$ cat src/rtl/hwpe_stream_source_sequencer_pkg.sv
// Shared types for the source-streamer job sequencer: addressgen descriptor,
// source/sink control plane and the sequencer FSM encoding.
package hwpe_stream_source_sequencer_pkg;

  typedef struct packed {
    logic [31:0] base_addr;
    logic [31:0] trans_size;
    logic [15:0] line_stride;
    logic [15:0] line_length;
    logic [15:0] feat_stride;
    logic [15:0] feat_length;
    logic [15:0] feat_roll;
    logic        loop_outer;
    logic        realign_type;
  } ctrl_addressgen_t;

  typedef struct packed {
    logic             req_start;
    ctrl_addressgen_t addressgen_ctrl;
  } ctrl_sourcesink_t;

  typedef struct packed {
    logic ready_start;
    logic done;
  } flags_sourcesink_t;

  typedef enum logic [1:0] {
    SEQ_IDLE  = 2'd0,
    SEQ_START = 2'd1,
    SEQ_RUN   = 2'd2
  } seq_state_t;

endpackage

$ cat src/rtl/hwpe_stream_job_queue.sv
// In-order circular descriptor queue; push valid/ready, pop enable, head and count.
module hwpe_stream_job_queue #(
  parameter int unsigned QUEUE_DEPTH = 4,
  parameter type         T           = logic
) (
  input  logic                           clk_i,
  input  logic                           rst_ni,
  input  logic                           clear_i,
  input  logic                           push_valid_i,
  output logic                           push_ready_o,
  input  T                               push_data_i,
  input  logic                           pop_i,
  output T                               head_o,
  output logic [$clog2(QUEUE_DEPTH):0]   count_o
);

  localparam int unsigned AW = $clog2(QUEUE_DEPTH);
  localparam logic [AW:0] DEPTH_C = (AW+1)'(QUEUE_DEPTH);

  T              mem [QUEUE_DEPTH];
  logic [AW-1:0] rd_ptr_q, wr_ptr_q;
  logic [AW:0]   count_q;
  logic          push;

  // Ready depends on registered count only, so a full queue refuses a push
  // even when the same cycle pops.
  assign push_ready_o = (count_q < DEPTH_C);
  assign push         = push_valid_i & push_ready_o;
  assign head_o       = mem[rd_ptr_q];
  assign count_o      = count_q;

  always_ff @(posedge clk_i or negedge rst_ni) begin
    if (!rst_ni) begin
      rd_ptr_q <= '0;
      wr_ptr_q <= '0;
      count_q  <= '0;
    end else if (clear_i) begin
      rd_ptr_q <= '0;
      wr_ptr_q <= '0;
      count_q  <= '0;
    end else begin
      if (push) wr_ptr_q <= wr_ptr_q + AW'(1);
      if (pop_i) rd_ptr_q <= rd_ptr_q + AW'(1);
      case ({push, pop_i})
        2'b10:   count_q <= count_q + (AW+1)'(1);
        2'b01:   count_q <= count_q - (AW+1)'(1);
        default: count_q <= count_q;
      endcase
    end
  end

  always_ff @(posedge clk_i) begin
    if (push && !clear_i) mem[wr_ptr_q] <= push_data_i;
  end

endmodule

$ cat src/rtl/hwpe_stream_source_sequencer.sv
// Job sequencer for one hwpe_stream_source: queues descriptors, launches them
// in order, holds the active descriptor and reports per-job completion.
module hwpe_stream_source_sequencer
  import hwpe_stream_source_sequencer_pkg::*;
#(
  parameter int unsigned QUEUE_DEPTH = 4,
  parameter int unsigned CNT_WIDTH   = 16
) (
  input  logic                         clk_i,
  input  logic                         rst_ni,
  input  logic                         clear_i,
  input  logic                         job_valid_i,
  output logic                         job_ready_o,
  input  ctrl_addressgen_t             job_i,
  output ctrl_sourcesink_t             ctrl_o,
  input  flags_sourcesink_t            flags_i,
  output logic                         busy_o,
  output logic                         evt_done_o,
  output logic [$clog2(QUEUE_DEPTH):0] queue_count_o,
  output logic [CNT_WIDTH-1:0]         jobs_done_o
);

  localparam int unsigned CW = $clog2(QUEUE_DEPTH) + 1;

  seq_state_t           state_q;
  ctrl_addressgen_t     cur_q;
  ctrl_addressgen_t     head;
  logic                 req_start_q;
  logic                 evt_done_q;
  logic [CNT_WIDTH-1:0] jobs_done_q;
  logic [CW-1:0]        count;
  logic                 launch, done_run, pop;

  hwpe_stream_job_queue #(
    .QUEUE_DEPTH ( QUEUE_DEPTH       ),
    .T           ( ctrl_addressgen_t )
  ) i_job_queue (
    .clk_i        ( clk_i       ),
    .rst_ni       ( rst_ni      ),
    .clear_i      ( clear_i     ),
    .push_valid_i ( job_valid_i ),
    .push_ready_o ( job_ready_o ),
    .push_data_i  ( job_i       ),
    .pop_i        ( pop         ),
    .head_o       ( head        ),
    .count_o      ( count       )
  );

  assign launch   = (count != '0) & flags_i.ready_start;
  assign done_run = (state_q == SEQ_RUN) & flags_i.done;
  assign pop      = launch & ((state_q == SEQ_IDLE) | done_run);

  // done outside SEQ_RUN never reaches done_run, so it is neither counted nor pulsed.
  always_ff @(posedge clk_i or negedge rst_ni) begin
    if (!rst_ni) begin
      state_q     <= SEQ_IDLE;
      cur_q       <= '0;
      req_start_q <= 1'b0;
      evt_done_q  <= 1'b0;
      jobs_done_q <= '0;
    end else if (clear_i) begin
      state_q     <= SEQ_IDLE;
      cur_q       <= '0;
      req_start_q <= 1'b0;
      evt_done_q  <= 1'b0;
      jobs_done_q <= '0;
    end else begin
      req_start_q <= 1'b0;
      evt_done_q  <= 1'b0;
      case (state_q)
        SEQ_IDLE: begin
          if (pop) begin
            cur_q       <= head;
            req_start_q <= 1'b1;
            state_q     <= SEQ_START;
          end
        end
        SEQ_START: state_q <= SEQ_RUN;
        SEQ_RUN: begin
          if (done_run) begin
            evt_done_q  <= 1'b1;
            jobs_done_q <= jobs_done_q + CNT_WIDTH'(1);
            if (pop) begin
              cur_q       <= head;
              req_start_q <= 1'b1;
              state_q     <= SEQ_START;
            end else begin
              state_q <= SEQ_IDLE;
            end
          end
        end
        default: state_q <= SEQ_IDLE;
      endcase
    end
  end

  assign ctrl_o.req_start       = req_start_q;
  assign ctrl_o.addressgen_ctrl = cur_q;
  assign evt_done_o             = evt_done_q;
  assign jobs_done_o            = jobs_done_q;
  assign queue_count_o          = count;
  assign busy_o                 = (state_q != SEQ_IDLE) | (count != '0);

endmodule

$ cat config.mk
export PLATFORM = sky130hd
export DESIGN_NAME = hwpe_stream_source_sequencer
export DESIGN_NICKNAME = d
export VERILOG_FILES = /design/src/rtl/hwpe_stream_source_sequencer_pkg.sv /design/src/rtl/hwpe_stream_job_queue.sv /design/src/rtl/hwpe_stream_source_sequencer.sv
export SDC_FILE = /design/constraint.sdc
export NUM_CORES = 1
export LEC_CHECK = 0
export ABC_AREA = 0
export CAP_MARGIN = 20
export CORE_UTILIZATION = 45
export CTS_CLUSTER_SIZE = 14
export DETAILED_ROUTE_END_ITERATION = 7
export PLACE_DENSITY = 0.69
export SLEW_MARGIN = 25
export SYNTH_ARGS = -nofsm -noshare
export SYNTH_HDL_FRONTEND = slang
export SYNTH_SLANG_ARGS = --single-unit
$ cat constraint.sdc
create_clock -name clk_i -period 8.8 [get_ports clk_i]
set_clock_uncertainty 0.05 [all_clocks]
set_input_delay 1.76 -clock clk_i [delete_from_list [all_inputs] [get_ports clk_i]]
set_output_delay 1.76 -clock clk_i [all_outputs]
set_load 0.1 [all_outputs]
Yosys cells after proc, flatten, opt, wreduce, memory -nomap -nowiden
Memories as Yosys holds them, arrays and structs flattened.
Cells that the tools add are included.
{"block": "op_classes", "n_addsub": 5, "magnitude_cmp": 1, "eq_ne": 6, "muxes": 27, "n_bitwise": 6, "reduce_logical": 14}
{"op": "146-bit 2-to-1 mux", "n": 3}
{"op": "146-bit one-hot mux with 2 select lines", "n": 1}
{"op": "16-bit 2-to-1 mux", "n": 3}
{"op": "16-bit by 1-bit adder with 16-bit output (second input constant)", "n": 1}
{"op": "2-bit 2-to-1 mux", "n": 7}
{"op": "2-bit nonzero test", "n": 5}
{"op": "1-bit 2-to-1 mux", "n": 9}
{"op": "3-bit nonzero test", "n": 3}
{"op": "2-bit one-hot mux with 3 select lines", "n": 1}
{"op": "3-bit one-hot mux with 2 select lines", "n": 1}
{"op": "2-bit AND reduction", "n": 3}
{"op": "2-bit by 1-bit adder with 2-bit output (second input constant)", "n": 2}
{"op": "1-bit AND", "n": 4}
{"op": "2-bit by 1-bit equality test with 1-bit output (second input constant)", "n": 2}
{"op": "2-bit equality test (second input constant)", "n": 2}
{"op": "3-bit by 1-bit adder with 3-bit output (second input constant)", "n": 1}
{"op": "3-bit < comparator (second input constant)", "n": 1}
{"op": "3-bit 2-to-1 mux", "n": 1}
{"op": "3-bit by 2-bit inequality test with 1-bit output (second input constant)", "n": 1}
{"op": "3-bit inequality test (second input constant)", "n": 1}
{"op": "3-bit by 1-bit subtractor with 3-bit output (second input constant)", "n": 1}
{"op": "2-bit zero test", "n": 1}
{"op": "1-bit OR", "n": 2}
{"op": "1-bit one-hot mux with 2 select lines", "n": 1}
{"op": "2 further kinds", "n": 2}
{"block": "totals", "register_bits": 173, "mem_bits_rw": 584, "input_bits": 152, "output_inout_bits": 169, "word_cells": 76, "mem_count": 1}
{"memory": "i_job_queue.mem", "words": 4, "word_bits": 146, "read_ports": 1, "rd_clocked_by_memory_dff": 0, "write_ports": 1, "line": "hwpe_stream_job_queue.sv:20", "source": "T mem [QUEUE_DEPTH];"}

Depth between registers and ports, before layout
{"block": "depth", "ltp_word": 8, "mapped_depth": 8, "ltp_nobuf": 7}

Modules after synthesis
From an unflattened synthesis, not the netlist that was laid out.
{"block": "hier_totals", "cells_unflattened": 1539, "area_unflattened_um2": 28269.6}
{"mod": "hwpe_stream_job_queue", "n_inst": 1, "cells_each": 808, "area_each_um2": 21574.4, "seq_area_each_um2": 17712.0}
{"mod": "hwpe_stream_source_sequencer", "n_inst": 1, "cells_each": 731, "area_each_um2": 6695.2, "seq_area_each_um2": 4154.0}

Least setup slack after synthesis
Ideal clock, no wire load.
{"block": "synth_path", "kind": "input to register", "startpoint": "in job_valid_i", "endpoint": "mem i_job_queue.mem[0][0] (netlist bit) (enable)", "t_arrival_ns": 5.694, "required_time_ns": 8.226, "path_slack_ns": 2.532, "cell_stages": 4, "path_cell_list": "nor2b_1 clkbuf_1 nor2b_1 and2_1"}
{"block": "synth_between", "elab_chain_len": 4}
{"element": "from (decl)", "line": "hwpe_stream_source_sequencer.sv:12", "source": "input logic job_valid_i,"}
{"element": "1-bit AND", "line": "hwpe_stream_job_queue.sv:28", "source": "assign push = push_valid_i & push_ready_o;"}
{"element": "1-bit logical AND", "line": "hwpe_stream_job_queue.sv:53", "source": "if (push && !clear_i) mem[wr_ptr_q] <= push_data_i;"}
{"element": "1-bit 2-to-1 mux", "line": "hwpe_stream_job_queue.sv:53"}
{"element": "1-bit 2-to-1 mux (not written as such)", "line": "hwpe_stream_job_queue.sv:53"}
{"element": "to (decl)", "line": "hwpe_stream_job_queue.sv:20"}
Every way passes these cells.

Worst setup path in the final report
{"block": "layout_path", "startpoint": "reg i_job_queue.count_q[2], in the netlist i_job_queue.count_o[2]", "endpoint": "out busy_o"}
{"block": "layout_between", "elab_chain_len": 2}
{"element": "from (decl)", "line": "hwpe_stream_job_queue.sv:22", "source": "logic [AW:0] count_q;"}
{"element": "from (signal assigned)", "line": "hwpe_stream_job_queue.sv:45", "source": "2'b10: count_q <= count_q + (AW+1)'(1);"}
{"element": "from (signal assigned)", "line": "hwpe_stream_job_queue.sv:46", "source": "2'b01: count_q <= count_q - (AW+1)'(1);"}
{"element": "from (signal assigned)", "line": "hwpe_stream_job_queue.sv:47", "source": "default: count_q <= count_q;"}
{"element": "3-bit nonzero test", "line": "hwpe_stream_source_sequencer.sv:102", "source": "assign busy_o = (state_q != SEQ_IDLE) | (count != '0);"}
{"element": "1-bit OR", "line": "hwpe_stream_source_sequencer.sv:102"}
{"element": "to (decl)", "line": "hwpe_stream_source_sequencer.sv:17", "source": "output logic busy_o,"}
Every way passes these cells.

==> results.toml <==
[yosys]
synth.yosys.seq_area_share = 0.778
synth_top_family_by_area = "multiplexers"
netlist_area_um2 = 28100
synth_compound_area_frac = 0.0287
synth_largest_area_cell = "edfxtp_1"
ys_seq_elements = 757
ys_types = 36
synth_fa_ha_area_frac = 0.00294
synth.top_cell.area_share = 0.624
yosysWarnings = 0
yosys-top-cells-area = "edfxtp_1, dfrtp_1, mux4_2"
synth_nets = 1703
syn_avg_cell_area_um2 = 18.2
yosys.area_share.simple = 0.0528
synth_mux_area_frac = 0.120
syn-instance-count = 1545
yosys.area_share.xor_xnor = 0.00343

[critical_path]
cp_slowest_stage_delay_ps = 980
ff2ff_path_depth = 4
reg2reg_to = "i_job_queue.mem[2][81]"
crit_family = "buffers and inverters"
cp_cell_sequence = "or3_1 > or3_2 > clkdlybuf4s50_1"
path_depth = 3
rr_startpoint = "i_job_queue.count_o[2]"
crit_buf_inv = 1
cp-end-kind = "primary output"
worstPathArrival_ps = 2950
r2r_setup_slack_ps = 5500
worstSetupStartpointType = "flop"
slowest_stage = "clkdlybuf4s50_1"
path_class = "reg2out"
cp.required_ps = 6990
cp_max_fo = 6

[layout]
stdcell_area_um2 = 34600
finish.utilization = 0.561
drive_gt1_frac = 0.153
layout_commonest_cell = "edfxtp_1"
area_growth_pct = 23.2
nNetsFinal = 2030
final_cell_mix = "edfxtp_1, clkdlybuf4s50_1, nand2_1"

[detailed_routing]
drt-initial-drc-count = 937
via_per_inst = 5.30
ant_nets = 0
drc = 0
drt-wirelength-per-cell_um = 22.0
wl_mm = 60.9
num_vias = 14689
first_pass_iters = 7

[global_routing]
grt_pass1_vias = 15584
grt_max_degree = 113
antenna_found_initial = 8
grt.total_usage = 0.196
grt_pass1_wl_mm = 93.1
grt-ovfl-total = 0

[floorplanning]
start_util = 0.455
rows = 91
die_h_um = 252
core_um2 = 61700
die_width_um = 252
num_io_pins = 321
die_area_um2 = 63400

[cts]
clk_pin_slew_ps = 60
cts_resized = 0
numCtsBuffers = 77
ctsRootBufferMaster = "clkbuf_16"
cts_max_level = 3
clockBufferDepth = 3
cts_tree = "yes"
clk_latency_ps = 600
cts.hold.buffers_added = 0
cts_sinks = 757
post_cts_buffers = 0

[placement]
pre_cts_ws_ps = 3590
place_hpwl_mm = 34.1
gp_congestion = 0.754
portBuffers = 320
dpl_cell_area_um2 = 32100

[timing]
maxSlewHeadroom = 0.274
min_period_over_period = 0.541
max_freq_mhz = 210
setup_viol = 0
hold_violations = 0
fin_hold_ws_ps = 467
fin_setup_tns_ps = 0
rsz0062_at_grt = "false"
finalMaxSlewViolations = 0
fin_ws_ps = 4040
period_needed_ps = 4760
tightest_slew_ps = 1090

[worst_hold_path]
hp-class = "reg2reg"
min_to = "ctrl_o[41]"
hold_depth = 2
hold_path_startpoint = "ctrl_o[41]"

[job]
maxCapViolCount = 0

[power_and_ir_drop]
power.density_nw_per_um2 = 308
peakVddDrop_uv = 185
p_leak_nw = 11.6

[status]
status = "finished, final reports clean"
==> power breakdown <==
part / switching [W] / internal [W]
sequential: 0.000203 / 0.00419
combinational: 0.00218 / 0.000934
clock: 0.00131 / 0.00184
total: 0.00369 / 0.00696
==> flip-flops by register name (all words and copies together), names as in the netlist <==
register	flops
evt_done_o	1
ctrl_o	146
req_start_q	1
i_job_queue.mem	584
jobs_done_o	16
i_job_queue.rd_ptr_q	2
i_job_queue.count_o	3
i_job_queue.wr_ptr_q	2
state_q	2
==> area by class of cell <==
| class | count | area, um2 |
|---|---|---|
| flip-flops and latches | 757 | 21900 |
| diodes | 1 | 2.50 |
| inverters | 5 | 18.8 |
| fillers | 4789 | 27100 |
| well taps | 837 | 1050 |
| clock buffers | 106 | 2160 |
| clock inverters | 36 | 295 |
| multi-input cells | 693 | 5860 |
| repair buffers | 338 | 3350 |
==> cell families (layout without fill, tap and decap cells) <==
group | after synthesis | after routing
XOR/XNOR | 11 | 11
other | 0 | 1
AO/OA/AOI/OAI | 160 | 160
AND/OR/NAND/NOR | 363 | 363
multiplexers | 153 | 153
adder cells (fa/ha/maj) | 6 | 6
buffers and inverters | 95 | 485
flip-flops | 757 | 757
==> synthesized netlist by cell type, drive strengths merged <==
cell	count
and2	4
and4b	1
xor2	4
xnor2	7
mux2i	3
nand3b	1
or2b	1
a31o	1
buf	37
and4	1
or3	6
o21ai	4
inv	5
edfxtp	584
ha	5
nand3	7
nand2b	3
a21oi	154
nor4	1
nor2	24
mux4	146
or4	1
nor2b	7
fa	1
nor3b	1
and3	1
dfrtp	173
nand4	4
mux2	4
a31oi	1
nand2	296
clkbuf	53
nor3	4
==> per-stage QoR <==
| stage | cells | power (W) |
|---|---|---|
| finish | 2773 | 0.0107 |
| global route | 2773 | 0.0111 |
| CTS | 2771 | 0.0108 |
| detailed placement | 2629 | 0.00761 |
| global placement | 2629 | 0.00758 |
| floorplan | 1545 | 0.00679 |
==> worst max-delay path by stage <==
stage / from / end / slack [ps]
global placement: job_valid_i / i_job_queue.mem[0][30] / 3680
detailed placement: job_valid_i / i_job_queue.mem[2][30] / 3590
CTS: i_job_queue.count_o[2] / busy_o / 4000
floorplan: job_valid_i / i_job_queue.mem[0][0] / 2530
global route: i_job_queue.count_o[2] / busy_o / 3940
finish: i_job_queue.count_o[2] / busy_o / 4040
==> layer usage <==
metal / vias to the layer above / global-route usage / wire length, um
li1: 6559 / - / -
met1: 7595 / 0.266 / 26000
met2: 426 / 0.313 / 29400
met3: 95 / 0.0500 / 4130
met4: 14 / 0.0620 / 1320
met5: - / 0 / 92
==> worst reg2reg max path, stage by stage, from the launching register on <==
cell and delay (ps):
dfrtp_1 440, nor2b_1 420, nor2b_1 330, and2_4 830, buf_4 840
Power figures use the tool's default switching activity.
